**src/rtl/l1_nn_pkg.sv**
```systemverilog
// Shared definitions for the L1 neuron blocks: default sizes, FSM state
// encodings and the signed saturation helper used by forward and backward paths.
package l1_nn_pkg;

  localparam int N_DEF     = 4;
  localparam int WIDTH_DEF = 8;

  // FSM encodings kept as plain constants so older blocks can compare against them
  typedef logic [1:0] state_t;
  localparam state_t ST_IDLE = 2'd0;
  localparam state_t ST_CALC = 2'd1;
  localparam state_t ST_DONE = 2'd2;

  // Clamp a signed value to the range of a signed word of the given width
  function automatic logic signed [63:0] sat_to_width(input logic signed [63:0] v,
                                                      input int width);
    logic signed [63:0] hi;
    logic signed [63:0] lo;
    hi = (64'sd1 <<< (width - 1)) - 64'sd1;
    lo = -(64'sd1 <<< (width - 1));
    if (v > hi) return hi;
    if (v < lo) return lo;
    return v;
  endfunction

endpackage

```
**src/rtl/l1_neuron_bwd_sat.sv**
```systemverilog
// Parameterised signed clamp from a wide accumulator down to the element width.
module l1_sat
  import l1_nn_pkg::*;
#(
  parameter int ACC_WIDTH = 2 * WIDTH_DEF + 1,
  parameter int WIDTH     = WIDTH_DEF
) (
  input  logic signed [ACC_WIDTH-1:0] acc,
  output logic signed [WIDTH-1:0]     sat
);

  assign sat = WIDTH'(sat_to_width(64'(acc), WIDTH));

endmodule

```
**src/rtl/l1_neuron_bwd.sv**
```systemverilog
// Backward pass of the L1 neuron: walks the N elements one per cycle, producing
// input gradients, SGD-updated weights and the updated bias behind a
// valid/ready handshake on each side.
module l1_neuron_bwd
  import l1_nn_pkg::*;
#(
  parameter int N        = N_DEF,
  parameter int WIDTH    = WIDTH_DEF,
  parameter int LR_SHIFT = 4
) (
  input  logic                 clk,
  input  logic                 rst_n,
  input  logic                 in_valid,
  output logic                 in_ready,
  input  logic [N*WIDTH-1:0]   x,
  input  logic [N*WIDTH-1:0]   w,
  input  logic [WIDTH-1:0]     b,
  input  logic [WIDTH-1:0]     dy,
  input  logic                 act,
  output logic                 out_valid,
  input  logic                 out_ready,
  output logic [N*WIDTH-1:0]   dx,
  output logic [N*WIDTH-1:0]   w_new,
  output logic [WIDTH-1:0]     b_new,
  output logic                 busy
);

  localparam int IDX_W = (N > 1) ? $clog2(N) : 1;

  state_t                   state;
  logic [IDX_W-1:0]         index;
  logic [N*WIDTH-1:0]       x_r;
  logic [N*WIDTH-1:0]       w_r;
  logic signed [WIDTH-1:0]  b_r;
  logic signed [WIDTH-1:0]  g_r;

  logic signed [WIDTH-1:0]     x_i;
  logic signed [WIDTH-1:0]     w_i;
  logic signed [2*WIDTH-1:0]   p;
  logic signed [2*WIDTH-1:0]   q;
  logic signed [2*WIDTH-1:0]   q_sh;
  logic signed [2*WIDTH:0]     w_acc;
  logic signed [WIDTH-1:0]     g_sh;
  logic signed [WIDTH:0]       b_acc;
  logic signed [WIDTH-1:0]     dx_i;
  logic signed [WIDTH-1:0]     w_new_i;
  logic signed [WIDTH-1:0]     b_new_i;

  assign in_ready  = (state == ST_IDLE);
  assign out_valid = (state == ST_DONE);
  assign busy      = (state != ST_IDLE);

  // Current element pulled from the captured vectors
  assign x_i = x_r[index*WIDTH +: WIDTH];
  assign w_i = w_r[index*WIDTH +: WIDTH];

  // Gradient products are full width so the clamp sees the true value
  assign p     = g_r * w_i;
  assign q     = g_r * x_i;
  assign q_sh  = q >>> LR_SHIFT;
  assign w_acc = (2*WIDTH+1)'(w_i) - (2*WIDTH+1)'(q_sh);
  assign g_sh  = g_r >>> LR_SHIFT;
  assign b_acc = (WIDTH+1)'(b_r) - (WIDTH+1)'(g_sh);

  l1_sat #(.ACC_WIDTH(2*WIDTH), .WIDTH(WIDTH)) u_sat_dx (
    .acc (p),
    .sat (dx_i)
  );

  l1_sat #(.ACC_WIDTH(2*WIDTH+1), .WIDTH(WIDTH)) u_sat_w (
    .acc (w_acc),
    .sat (w_new_i)
  );

  l1_sat #(.ACC_WIDTH(WIDTH+1), .WIDTH(WIDTH)) u_sat_b (
    .acc (b_acc),
    .sat (b_new_i)
  );

  // Handshake FSM: capture in IDLE, one element per cycle in CALC, hold in DONE
  always_ff @(posedge clk or negedge rst_n) begin
    if (!rst_n) begin
      state <= ST_IDLE;
      index <= '0;
      x_r   <= '0;
      w_r   <= '0;
      b_r   <= '0;
      g_r   <= '0;
      dx    <= '0;
      w_new <= '0;
      b_new <= '0;
    end else begin
      case (state)
        ST_IDLE: begin
          if (in_valid) begin
            x_r   <= x;
            w_r   <= w;
            b_r   <= b;
            g_r   <= act ? dy : '0;
            index <= '0;
            state <= ST_CALC;
          end
        end
        ST_CALC: begin
          dx[index*WIDTH +: WIDTH]    <= dx_i;
          w_new[index*WIDTH +: WIDTH] <= w_new_i;
          if (index == '0) begin
            b_new <= b_new_i;
          end
          if (index == IDX_W'(N - 1)) begin
            index <= '0;
            state <= ST_DONE;
          end else begin
            index <= index + 1'b1;
          end
        end
        ST_DONE: begin
          if (out_ready) begin
            state <= ST_IDLE;
          end
        end
        default: begin
          state <= ST_IDLE;
        end
      endcase
    end
  end

endmodule

```
**config.mk**
```make
export PLATFORM = sky130hd
export DESIGN_NAME = l1_neuron_bwd
export DESIGN_NICKNAME = d
export VERILOG_FILES = /design/src/rtl/l1_nn_pkg.sv /design/src/rtl/l1_neuron_bwd_sat.sv /design/src/rtl/l1_neuron_bwd.sv
export SDC_FILE = /design/constraint.sdc
export NUM_CORES = 1
export LEC_CHECK = 0
export CAP_MARGIN = 25
export CORE_ASPECT_RATIO = 1.1
export CORE_MARGIN = 2
export CORE_UTILIZATION = 39
export DETAILED_ROUTE_END_ITERATION = 7
export DONT_BUFFER_PORTS = 1
export GPL_ROUTABILITY_DRIVEN = 1
export GPL_TIMING_DRIVEN = 0
export PLACE_DENSITY_LB_ADDON = 0.3
export SLEW_MARGIN = 10
export SYNTH_ARGS = -nofsm -noshare
export SYNTH_HDL_FRONTEND = slang
export SYNTH_HIERARCHICAL = 1
export SYNTH_SLANG_ARGS = --single-unit
```
**constraint.sdc**
```tcl
create_clock -name clk -period 19 [get_ports clk]
set_input_delay 2.85 -clock clk [delete_from_list [all_inputs] [get_ports clk]]
set_output_delay 2.85 -clock clk [all_outputs]
set_load 0.01 [all_outputs]
```
==> impl_metrics.csv, run 1 <==
group,metric,value,unit
status,status,"finished, final reports clean",
global_routing,grt_pass1_wl,48100,um
sta,whs,0.467,ns
floorplan,die_h,192,um
worst_hold_path,worstHoldPathType,"flip-flop to flip-flop",
sta,fmax,121,MHz
place,hpwlAfterDp,23200,um
clock_network,cts.sinks,156,
place,dp_slack,10.71,ns
sta,clock_skew,0.0148,ns
worst_setup_path,start_kind,"flip-flop",
clock_network,cts_buffer_depth,2,
synth,avgSynthCellArea,9.82,um^2
place,dp.cells,1692,
synth,synth-edff-count,0,
synth,seq_area_frac_synth,31.3,%
clock_network,cts-root-buf,"clkbuf_16",
sta,setup_viol,0,
sta,period_share,43.7,%
routing,postRouteAntennaNets,0,
clock_network,cts_resized,0,
global_routing,grt_overflow_total,0,
run,maxCapViolCount,0,
clock_network,holdBufCountCts,0,
floorplan,die_w,174,um
layout,seq_area,3900,um^2
synth,syn_nets,1549,
floorplan,rows,68,
layout,final_cell_mix,"266 x nand2_1, 168 x inv_1, 156 x dfrtp_1",
layout,multi_input_area,7680,um^2
synth,synth-seq-cells,156,
sta,rsz0062_at_grt,"false",
floorplan,ios,160,
routing,drt_pass1_iterations,5,
routing,top_layer_used,"met4",
synth,netlist_instances,1270,
clock_network,postCtsSetupRepairBufs,0,
place,port_buffers,0,
routing,drtIter0Drc,493,
synth,synth_area_leaders,"dfrtp_1 31%, fa_1 18%, ha_1 8.3%",
worst_setup_path,crit_slowest_cell,"mux4_2",
synth,yosysTopAreaCellShare,31.3,%
floorplan,core_area,31400,um^2
synth,async_reset_ff_share,100,%
routing,vias_per_cell,5.10,
routing,wl_met3,2420,um
worst_hold_path,holdCritStartpoint,"x_r[14]$_DFFE_PN0P_",
worst_setup_path,cp_data_required_time,19.30,ns
layout,drive_above_1_share,8.29,%
global_routing,track_usage,18.2,%
sta,hold_violations,0,
worst_setup_path,max_stage_delay,0.66,ns
clock_network,cts_tree,"yes",
synth,yosys_most_used_dff,"dfrtp_1",
synth,synth_area,12500,um^2
sta,fin_crit,8.29,ns
routing,wl_met2,13700,um
layout,layout_commonest_cell,"nand2_1",
synth,ys_types,63,
worst_setup_path,crit_fanout,10,
routing,met1_length,12700,um
global_routing,antenna_found_initial,2,
clock_network,clk_pin_slew,0.07,ns
routing,wirelength,29000,um
global_routing,grt_pass1_vias,9125,
worst_setup_path,startpoint,"index[0]$_DFFE_PN0P_",
sta,setup_tns,0,ns
floorplan,initial_core_util,39.7,%
layout,n_fill_cell,2995,
clock_network,clock_latency,0.42,ns
sta,fin_ws,10.71,ns
routing,wl_per_cell,16.8,um
global_routing,grt_max_degree,157,
layout,fin_cells,1725,
layout,nNetsFinal,1570,
synth,netlist.top_cell.by_area,"dfrtp_1",
routing,vias,8792,
layout,syn2layout_area_growth,9.40,%
floorplan,die_area,33400,um^2
place,globalplace.congestion,0.827,
worst_setup_path,critPathArrivalTime,8.59,ns
worst_setup_path,path_class,"flip-flop to flip-flop",
routing,drc,0,
sta,timing.max_slew.rel_slack,57.7,%
clock_network,numCtsBuffers,17,
worst_setup_path,cp-end-kind,"flip-flop",
sta,slew_viol_final,0,
sta,worstMarginPinSlew,0.626,ns
synth,ys_warn_count,6,
clock_network,ctsHtreeMaxLevel,4,
worst_setup_path,r2r-start,"index[0]$_DFFE_PN0P_",
## state kept, by name, summed over array words and instances, names as in the netlist
register / flops
b_new: 8
b_r: 8
dx: 32
g_r: 8
index: 2
state: 2
w_new: 32
w_r: 32
x_r: 32
## layout make-up
class / instances / area share [%]
well taps: 420 / 3.85
inverters: 169 / 4.65
repair buffers: 2 / 0.0826
clock buffers: 17 / 3.12
plain buffers: 50 / 1.87
flip-flops and latches: 156 / 28.6
clock inverters: 14 / 1.46
multi-input cells: 895 / 56.3
diodes: 2 / 0.0367
## synth_stat cells, drive strengths merged (3+ instances only)
| master | instances |
|---|---|
| nand2 | 270 |
| a22o | 67 |
| nand2b | 9 |
| ha | 83 |
| o31ai | 3 |
| o21a | 3 |
| xor2 | 10 |
| fa | 111 |
| nand3 | 19 |
| o2bb2ai | 7 |
| mux2 | 9 |
| nor3 | 11 |
| nor2 | 31 |
| nor4 | 5 |
| xnor2 | 36 |
| inv | 169 |
| clkbuf | 31 |
| and2 | 80 |
| nor2b | 15 |
| or4 | 8 |
| a2bb2oi | 7 |
| o21ai | 27 |
| and4 | 3 |
| buf | 19 |
| a21o | 6 |
| mux4 | 15 |
| a21oi | 19 |
| dfrtp | 156 |
| maj3 | 7 |
| o21bai | 6 |
## stage by stage
stage | util, % | cell area, um^2
6_report | 43.4 | 13600
3_3_place_gp | 41.4 | 13000
2_1_floorplan | - | 12500
4_1_cts | 43.4 | 13600
3_5_place_dp | 41.4 | 13000
5_1_grt | 43.4 | 13600
## final timing paths
check	cells after the start	to	slack [ns]
worst max-delay path	28	w_new[17]$_DFFE_PN0P_	10.71
worst min-delay path	2	x_r[14]$_DFFE_PN0P_	0.47
worst max register to register	28	w_new[17]$_DFFE_PN0P_	10.71
worst min register to register	2	x_r[14]$_DFFE_PN0P_	0.47
max in group asynchronous	0	x_r[28]$_DFFE_PN0P_	16.59
min in group asynchronous	0	dx[23]$_DFFE_PN0P_	2.12
## critical path: cells and delay by family, from the launching register on
kind	cells	cell delay, ns
xor gates and xnor gates	1	0.13
muxes	1	0.66
DFF	1	0.54
AOI/OAI and AO/OA	8	2.00
adders and majority gates	6	2.77
and+or+nand+nor	5	1.10
buffers and inverters	7	0.95
## cell families (layout without fill, tap and decap cells)
logic type / Yosys count / in the layout / synth area share [%]
mux: 26 / 26 / 3.68
other cells: 0 / 2 / 0
compound gates: 159 / 159 / 9.79
buf+inv: 219 / 252 / 7.14
simple gates: 463 / 463 / 18.1
flops: 156 / 156 / 31.3
xor+xnor: 46 / 46 / 3.23
fa+ha+maj: 201 / 201 / 26.8
## routing by layer
metal / vias to the layer above / GRT usage, %
met5: - / 0
met4: 0 / 4.30
met3: 17 / 5.39
met2: 270 / 29.9
met1: 4337 / 23.6
li1: 4168 / -
Power of run 1 is not shown: default switching activity piles up to over one toggle a cycle in this logic, so the estimate is an artifact.
==> run 2, diff against run 1 <==
- clock period: 19 -> 7.69 ns (I/O delays scaled with it)
==> impl_metrics.csv, run 2 (synthesis results as in run 1) <==
group,metric,value,unit
worst_setup_path,crit_fanout,8,
worst_setup_path,critPathArrivalTime,7.74,ns
sta,period_share,96.7,%
clock_network,clock_latency,0.43,ns
place,dp.cells,1691,
clock_network,cts-root-buf,"clkbuf_16",
sta,worstMarginPinSlew,0.640,ns
global_routing,grt_pass1_wl,48800,um
layout,nNetsFinal,1596,
sta,fin_crit,7.44,ns
global_routing,antenna_found_initial,0,
floorplan,initial_core_util,39.7,%
sta,hold_violations,0,
sta,slew_viol_final,0,
routing,vias_per_cell,5.10,
layout,syn2layout_area_growth,13.1,%
floorplan,die_h,192,um
floorplan,die_area,33400,um^2
run,maxCapViolCount,0,
global_routing,grt_pass1_vias,9144,
sta,setup_tns,0,ns
routing,vias,8929,
layout,drive_above_1_share,12.4,%
clock_network,cts_tree,"yes",
sta,timing.max_slew.rel_slack,57.2,%
worst_setup_path,cp-end-kind,"flip-flop",
floorplan,core_area,31400,um^2
clock_network,clk_pin_slew,0.08,ns
place,hpwlAfterDp,23300,um
worst_setup_path,cp_data_required_time,8.00,ns
sta,setup_viol,0,
clock_network,cts_buffer_depth,2,
layout,multi_input_area,7910,um^2
layout,seq_area,3910,um^2
place,globalplace.congestion,0.860,
global_routing,grt_overflow_total,0,
layout,fin_cells,1750,
routing,drc,0,
layout,diodes,0,
global_routing,track_usage,18.5,%
sta,whs,0.423,ns
worst_hold_path,worstHoldPathType,"input port to async pin",
sta,fmax,134,MHz
status,status,"finished, final reports clean",
sta,clock_skew,0.0159,ns
floorplan,ios,160,
routing,wl_per_cell,17.3,um
place,port_buffers,0,
routing,drtIter0Drc,536,
layout,final_cell_mix,"265 x nand2_1, 165 x inv_1, 154 x dfrtp_1",
worst_setup_path,path_class,"flip-flop to flip-flop",
global_routing,grt_max_degree,157,
clock_network,cts.sinks,156,
clock_network,ctsHtreeMaxLevel,4,
routing,postRouteAntennaNets,0,
floorplan,rows,68,
routing,wirelength,30200,um
floorplan,die_w,174,um
clock_network,numCtsBuffers,17,
routing,drt_pass1_iterations,4,
worst_setup_path,start_kind,"flip-flop",
layout,layout_commonest_cell,"nand2_1",
layout,n_fill_cell,2998,
==> run 2: cell types whose count changed in the layout (fill, tap and decap cells not counted), sizes merged <==
cell | before | now
inv | 177 | 176
clkinvlp | 0 | 4
a221oi | 1 | 2
bufinv | 3 | 2
clkinv | 3 | 1
diode | 2 | 0
buf | 21 | 45
clkbuf | 48 | 50
==> run 2: what timing repair did <==
item	CTS	global route
setup endpoints to repair	32	32
cloned	1	1
setup buffers	9	16
gates resized for setup	15	36
hold buffers	0	0
pin swaps	5	23
==> run 2: area by class of cell <==
| cell class | count | share of cell area, % |
|---|---|---|
| Buffer | 50 | 2.00 |
| Timing Repair Buffer | 27 | 1.72 |
| Inverter | 169 | 4.54 |
| Sequential cell | 156 | 27.7 |
| Clock inverter | 14 | 1.22 |
| Clock buffer | 18 | 3.04 |
| Multi-Input combinational cell | 896 | 56.1 |
| Tap cell | 420 | 3.73 |
==> run 2: layer usage <==
metal	vias up	part of all wire [%]	GRT usage [%]
li1	4217	-	-
met1	4440	46	24.8
met2	246	47	30.3
met3	26	6.4	4.67
met4	0	1.0	3.85
met5	-	0	0
==> run 2: metrics by stage <==
stage                     utilization, %  setup slack [ns]  area (um^2)
after detailed placement            41.4            -0.833        13000
final                               44.9             0.254        14100
after CTS                           43.8            0.0141        13700
after global routing                44.9           -0.0171        14100
after global placement              41.4            -0.691        13000
after floorplan                        -             0.299        12500
==> run 2: path summary, 6_finish.rpt <==
kind,startpoint,to,slack (ns),cells past startpoint
max reg2reg,index[0]$_DFFE_PN0P_,w_new[4]$_DFFE_PN0P_,0.25,27
min,rst_n,dx[9]$_DFFE_PN0P_,0.42,0
max in group asynchronous,rst_n,x_r[0]$_DFFE_PN0P_,6.97,0
min reg2reg,w_r[19]$_DFFE_PN0P_,w_r[19]$_DFFE_PN0P_,0.47,2
min in group clk,w_r[19]$_DFFE_PN0P_,w_r[19]$_DFFE_PN0P_,0.47,2
max,index[0]$_DFFE_PN0P_,w_new[4]$_DFFE_PN0P_,0.25,27
==> run 2: worst max-delay path, stage by stage, from the launching register on <==
cell and delay (ns):
dfrtp_2 0.40, buf_12 0.14, buf_12 0.13, mux4_2 0.56, and2_4 0.21, fa_2 0.63
inv_4 0.07, fa_1 0.53, inv_1 0.05, fa_1 0.52, inv_1 0.05, fa_1 0.52
inv_1 0.06, ha_4 0.25, nor2b_1 0.13, o21ai_1 0.17, o31ai_2 0.12, o41ai_2 0.31
xnor2_1 0.17, ha_2 0.34, buf_4 0.15, a21oi_1 0.37, a221oi_4 0.11, or4_4 0.56
buf_6 0.16, nor3_2 0.14, o2bb2ai_1 0.18, a22o_1 0.25
Power of run 2 is left out for the same reason.
==> run 3, diff against run 2 <==
==> constraint.sdc (replaced) <==
create_clock -name clk -period 7.69 [get_ports clk]
set_input_delay 1.538 -clock clk [delete_from_list [all_inputs] [get_ports clk]]
set_output_delay 1.538 -clock clk [all_outputs]
set_load 0.01 [all_outputs]
==> results of run 3 <==
Same layout as run 2 (identical final DEF). Status: finished, final reports clean.
Main changes from that run: hold slack 0.423 ns -> 0.473 ns
Power of run 3 is left out for the same reason.
